## config.mk

```make
export PLATFORM = sky130hd
export DESIGN_NAME = imu_filter_sequencer
export DESIGN_NICKNAME = d
export VERILOG_FILES = /design/src/rtl/imu_filter_sequencer.sv
export SDC_FILE = /design/constraint.sdc
export NUM_CORES = 1
export LEC_CHECK = 0
export CAP_MARGIN = 20
export CELL_PAD_IN_SITES_DETAIL_PLACEMENT = 1
export CELL_PAD_IN_SITES_GLOBAL_PLACEMENT = 2
export CORE_MARGIN = 4
export CORE_UTILIZATION = 37
export DETAILED_ROUTE_END_ITERATION = 16
export PLACE_DENSITY_LB_ADDON = 0.25
export SLEW_MARGIN = 10
export SYNTH_ARGS = -nofsm -noshare
export SYNTH_HDL_FRONTEND = slang
export SYNTH_SLANG_ARGS = --single-unit
```

## constraint.sdc

```tcl
create_clock -name clk -period 2.1 [get_ports clk]
set_input_delay 0.42 -clock clk [delete_from_list [all_inputs] [get_ports clk]]
set_output_delay 0.42 -clock clk [all_outputs]
set_load 0.05 [all_outputs]
```

## src/rtl/imu_filter_sequencer.sv

```systemverilog
// IMU acceleration-path sequencer: paces sample reads, drives the reader/filter handshakes,
// tracks filter warm-up and presents filtered samples downstream with timeout/retry/fault handling.
module imu_filter_sequencer #(
    parameter int unsigned FILTER_LENGTH  = 200,
    parameter int unsigned TICK_DIV       = 250000,
    parameter int unsigned TIMEOUT_CYCLES = 5000,
    parameter int unsigned MAX_RETRY      = 3
) (
    input  logic       clk,
    input  logic       rst_n,
    input  logic       Enable,
    input  logic       ReadDone,
    input  logic       FilterDataReady,
    input  logic       OutAck,
    input  logic       FaultClear,
    output logic       ReadReq,
    output logic       FilterStrobe,
    output logic       OutValid,
    output logic       Warm,
    output logic       Fault,
    output logic [7:0] OverrunCount,
    output logic [2:0] State
);

    localparam int unsigned TW = (TICK_DIV > 1) ? $clog2(TICK_DIV) : 1;
    localparam int unsigned OW = $clog2(TIMEOUT_CYCLES + 1);
    localparam int unsigned SW = $clog2(FILTER_LENGTH + 1);
    localparam int unsigned RW = $clog2(MAX_RETRY + 1);

    localparam logic [TW-1:0] TICK_LAST    = TW'(TICK_DIV - 1);
    localparam logic [OW-1:0] TMO_LAST     = OW'(TIMEOUT_CYCLES - 1);
    localparam logic [SW-1:0] SAMPLES_FULL = SW'(FILTER_LENGTH);
    localparam logic [SW-1:0] SAMPLES_LAST = SW'(FILTER_LENGTH - 1);
    localparam logic [RW-1:0] RETRY_MAX    = RW'(MAX_RETRY);

    typedef enum logic [2:0] {
        S_IDLE        = 3'd0,
        S_WAIT_TICK   = 3'd1,
        S_REQUEST     = 3'd2,
        S_RETRY_GAP   = 3'd3,
        S_SHIFT       = 3'd4,
        S_WAIT_FILTER = 3'd5,
        S_PRESENT     = 3'd6
    } state_e;

    state_e        state_q;
    logic [TW-1:0] tick_cnt_q;
    logic          tick;
    logic [OW-1:0] tmo_q;
    logic [RW-1:0] retry_q;
    logic [RW-1:0] retry_d;
    logic [SW-1:0] samples_q;
    logic          rreq_q;
    logic          strobe_q;
    logic          oval_q;
    logic          warm_q;
    logic          fault_q;
    logic [7:0]    ovr_q;

    assign tick    = Enable && (tick_cnt_q == TICK_LAST);
    assign retry_d = retry_q + 1'b1;

    always_ff @(posedge clk or negedge rst_n) begin
        if (!rst_n) begin
            tick_cnt_q <= '0;
        end else if (!Enable || tick_cnt_q == TICK_LAST) begin
            tick_cnt_q <= '0;
        end else begin
            tick_cnt_q <= tick_cnt_q + 1'b1;
        end
    end

    // Ticks are never queued: one arriving outside WAIT_TICK only bumps the overrun count.
    always_ff @(posedge clk or negedge rst_n) begin
        if (!rst_n) begin
            ovr_q <= '0;
        end else if (tick && state_q != S_WAIT_TICK && ovr_q != 8'hFF) begin
            ovr_q <= ovr_q + 1'b1;
        end
    end

    always_ff @(posedge clk or negedge rst_n) begin
        if (!rst_n) begin
            state_q   <= S_IDLE;
            tmo_q     <= '0;
            retry_q   <= '0;
            samples_q <= '0;
            rreq_q    <= 1'b0;
            strobe_q  <= 1'b0;
            oval_q    <= 1'b0;
            warm_q    <= 1'b0;
            fault_q   <= 1'b0;
        end else begin
            // A fault set later in this block overrides the clear in the same cycle.
            if (FaultClear) fault_q <= 1'b0;
            if (!Enable) begin
                state_q   <= S_IDLE;
                tmo_q     <= '0;
                retry_q   <= '0;
                samples_q <= '0;
                rreq_q    <= 1'b0;
                strobe_q  <= 1'b0;
                oval_q    <= 1'b0;
                warm_q    <= 1'b0;
            end else begin
                case (state_q)
                    S_IDLE: state_q <= S_WAIT_TICK;
                    S_WAIT_TICK: begin
                        if (tick) begin
                            state_q <= S_REQUEST;
                            rreq_q  <= 1'b1;
                            retry_q <= '0;
                            tmo_q   <= '0;
                        end
                    end
                    S_REQUEST: begin
                        tmo_q <= tmo_q + 1'b1;
                        if (ReadDone) begin
                            state_q  <= S_SHIFT;
                            rreq_q   <= 1'b0;
                            strobe_q <= 1'b1;
                        end else if (tmo_q == TMO_LAST) begin
                            rreq_q  <= 1'b0;
                            retry_q <= retry_d;
                            if (retry_d < RETRY_MAX) begin
                                state_q <= S_RETRY_GAP;
                            end else begin
                                fault_q <= 1'b1;
                                state_q <= S_WAIT_TICK;
                            end
                        end
                    end
                    S_RETRY_GAP: begin
                        state_q <= S_REQUEST;
                        rreq_q  <= 1'b1;
                        tmo_q   <= '0;
                    end
                    S_SHIFT: begin
                        strobe_q <= 1'b0;
                        if (samples_q != SAMPLES_FULL) samples_q <= samples_q + 1'b1;
                        warm_q  <= (samples_q >= SAMPLES_LAST);
                        state_q <= S_WAIT_FILTER;
                    end
                    S_WAIT_FILTER: begin
                        if (FilterDataReady) begin
                            if (warm_q) begin
                                state_q <= S_PRESENT;
                                oval_q  <= 1'b1;
                            end else begin
                                state_q <= S_WAIT_TICK;
                            end
                        end
                    end
                    S_PRESENT: begin
                        if (OutAck) begin
                            oval_q  <= 1'b0;
                            state_q <= S_WAIT_TICK;
                        end
                    end
                    default: state_q <= S_IDLE;
                endcase
            end
        end
    end

    assign ReadReq      = rreq_q;
    assign FilterStrobe = strobe_q;
    assign OutValid     = oval_q;
    assign Warm         = warm_q;
    assign Fault        = fault_q;
    assign OverrunCount = ovr_q;
    assign State        = state_q;

endmodule

```

==> results.md, run 1 <==
- Status: finished, final reports clean
- Grt met1 use: 21.6%
- Post-synth EDFFs: 0
- Routability Congestion: 0.770
- Final worst path period need: between 2000 and 2500 ps
- Fraction of layout cells with a size suffix above 1: 16.6%
- Top Usage Layer GRT: met2
- Cell area after layout: 3710 um^2
- CTS Root Cell: clkbuf_8
- Die ar.: 9810 um^2
- CP Capture Type: output port
- Max IR drop VDD: 0.398 mV
- Pre-CTS WS: -6.03 ps
- FF/Latch Area: 1430 um^2
- Setup violators final: 0
- Leakage power: 1.68 nW
- Io pins: 23
- Worst-Skew Late Latency: around 340 ps
- H-tree depth: 3
- Antenna diode count: 0
- First-pass GRT wire length: 13000 um
- Vias/cell: 5.27
- Crit share post-route: 97.6%
- Worst Path Max Fanout: 6
- TritonCTS Buffers: 9
- Nets: 382
- Hold buffer count at CTS: 0
- Die height: 99.1 um
- IO buf count: 22
- Max Clk Rate: 488 MHz
- Clock transition at path regs: 70 ps
- Final hold vios: 0
- Clock buffer depth: 2
- Fin cells: 476
- Area Growth Syn to Fin: 20.9%
- Wirelength per Cell: 15.7 um
- Final setup skew: about 7.4 ps
- Dpl cell area: 3540 um^2
- Number of max-cap violations: 0
- Initial DRC count: 71
- Core area: 7890 um^2
- Final WL: around 7500 um
- Critical Path Start Type: flip-flop
- CTS Sinks: 57
- Rows: 32
- CP top delay family: buffers and inverters
- CP Data Arrival Time: 1630 ps
- Prevailing post-synth register cell: dfrtp_1
- Post-synth net total: 335
- Initial core utilization: 38.9%
- CTS tree: done
- Final-layout fill cell count: ~900
- Hpwl dp: 5440 um
- Max Slew Vio Count: 0
- Drc violations: 0
- Largest net degree at the start of global routing: 40
- Mapped cell area: 3070 um^2
- All-Layer GR Usage: 16.5%
- Min-Delay Path Class: in2async
- Via Count: 2508
- First-pass DRT Iterations: 4
- Post-synth top area share: 46.5%
- Syn avg cell area: 9.53 um^2
- Netlist cell types: 55
- GR Overflow Total: 0
- Worst path bufs/invs: 1
- Grt met3 use: 4.10%
- Die X: 99.1 um
- Placed insts: 460
- Met2 usage: between 20% and 30%
- CP Class: reg2out
- Crit-path slowest cell: clkdlybuf4s50_1
- Unrepaired setup endpoints after global routing: no
- Yosys Warn Count: 0
- Leading area contributor after synthesis: dfrtp_1
- Syn Inst Count: 322
- Antenna violations before repair: 0
- Worst path cell trace: clkdlybuf4s50_1
- Synth top area cells: dfrtp_1 46%, nand2_1 4.3%, xnor2_1 4.3%
- Worst path required time: around 1700 ps
- Seq cells post-synth: 57
- Final ANT Viol Nets: 0
- Max_slew headroom: 53.6%
- Crit-path max cell delay: 840 ps
- Worst-margin pin slew: 687 ps
- Multi-input gate area: 1540 um^2
- Pwr Density: 750 nW/um^2
- Via count of the first global-routing pass: 2641
- Post-layout worst setup margin: between 50 and 60 ps
- Async set or reset register ratio after synthesis: 100%
- Seq/Total Area, Yosys: 46.5%
[flip-flops by register name (all words and copies together), names as in the netlist]
| register | cells |
|---|---|
| Fault | 1 |
| FilterStrobe | 1 |
| OutValid | 1 |
| OverrunCount | 8 |
| ReadReq | 1 |
| State | 3 |
| Warm | 1 |
| retry_q | 2 |
| samples_q | 8 |
| tick_cnt_q | 18 |
| tmo_q | 13 |
[cells by family after synthesis]
group                      share of synthesized area, %
buffers and inverters                              3.51
muxes                                              2.32
DFF                                                46.5
and+or+nand+nor                                    26.1
adders and majority gates                          2.45
AOI/OAI and AO/OA                                  10.6
xor gates and xnor gates                           8.56
[power breakdown]
group / internal, mW / switching, mW / leakage (nW)
logic: 0.292 / 0.398 / 0.807
registers: 1.15 / 0.0833 / 0.789
clock network: 0.418 / 0.444 / 0.0818
total: 1.86 / 0.925 / 1.68
[cell usage in the layout (no fill, tap or decap), types with 3 or more instances in the layout]
cell | Yosys | final
dfrtp_1 | 57 | 57
nand2_1 | 35 | 35
nor2_1 | 34 | 34
buf_4 | 3 | 29
o21ai_0 | 20 | 17
clkdlybuf4s50_1 | 0 | 16
nand3_1 | 15 | 15
xor2_1 | 15 | 15
xnor2_1 | 15 | 15
nand4_1 | 11 | 11
a21oi_1 | 10 | 10
and3_1 | 9 | 9
a31oi_1 | 9 | 9
clkbuf_8 | 1 | 9
and2_1 | 8 | 8
inv_1 | 7 | 7
nor3_1 | 6 | 6
nor2b_1 | 6 | 6
ha_1 | 6 | 6
clkinv_2 | 0 | 4
nand4b_1 | 3 | 3
nor3b_1 | 3 | 3
mux2i_1 | 3 | 3
o21ai_1 | 0 | 3
[per-layer routing]
layer | up-vias | share of wire (%)
met5 | - | 0
met4 | 0 | 1.4
met3 | 11 | 3.0
met2 | 28 | 49
met1 | 1240 | 47
li1 | 1229 | -
[synth_stat cells, types with 5 or more instances]
| master | instances |
|---|---|
| xnor2_1 | 15 |
| o21ai_0 | 20 |
| xor2_1 | 15 |
| and2_1 | 8 |
| nand4_1 | 11 |
| dfrtp_1 | 57 |
| inv_1 | 7 |
| nor2_1 | 34 |
| and3_1 | 9 |
| a31oi_1 | 9 |
| nand2_1 | 35 |
| nor2b_1 | 6 |
| a21oi_1 | 10 |
| nand3_1 | 15 |
| ha_1 | 6 |
| nor3_1 | 6 |
| clkbuf_1 | 5 |
[stage by stage]
| step | power [mW] | TNS (ps) | utilization (%) | hold slack (ps) |
|---|---|---|---|---|
| finish | 2.78 | 0 | 47.0 | 27.5 |
| floorplan | 1.69 | 0 | - | 124 |
| CTS | 2.83 | 0 | 46.9 | 24.0 |
| global route | 2.94 | 0 | 47.0 | 49.4 |
| detailed placement | 1.94 | -6.03 | 44.8 | 402 |
| global placement | 1.93 | 0 | 44.8 | 405 |
[area by class of cell]
type	instances	area share (%)
clock buffers	10	3.44
clock inverters	6	0.945
inverters	7	0.709
well taps	102	3.44
repair buffers	49	11.5
multi-input cells	245	41.5
flip-flops and latches	57	38.5
[final timing paths]
kind | cells past startpoint | start | end | slack (ps)
worst max-delay path | 1 | OverrunCount[2] | OverrunCount[2] | 50
worst max register to register | 5 | tick_cnt_q[13] | retry_q[1] | 90
worst min-delay path | 1 | rst_n | OverrunCount[5] | 30
worst min register to register | 1 | tmo_q[12] | tmo_q[12] | 490
max in group asynchronous | 2 | rst_n | tmo_q[3] | 1500
min in group clk | 1 | tmo_q[12] | tmo_q[12] | 490
[what timing repair did]
item,4_1_cts,5_1_grt
gates resized for setup,0,6
setup buffers,0,0
setup endpoints to repair,0,10
(Power assumes the default switching activity.)
==> inputs of run 2 (changes only) <==
--- a/config.mk
+++ b/config.mk
@@ -5,7 +5,6 @@
 export SDC_FILE = /design/constraint.sdc
 export NUM_CORES = 1
 export LEC_CHECK = 0
-export CAP_MARGIN = 20
 export CELL_PAD_IN_SITES_DETAIL_PLACEMENT = 1
 export CELL_PAD_IN_SITES_GLOBAL_PLACEMENT = 2
 export CORE_MARGIN = 4
==> results of run 2 <==
The final DEF is identical to that of run 1; final timing and power are the same.
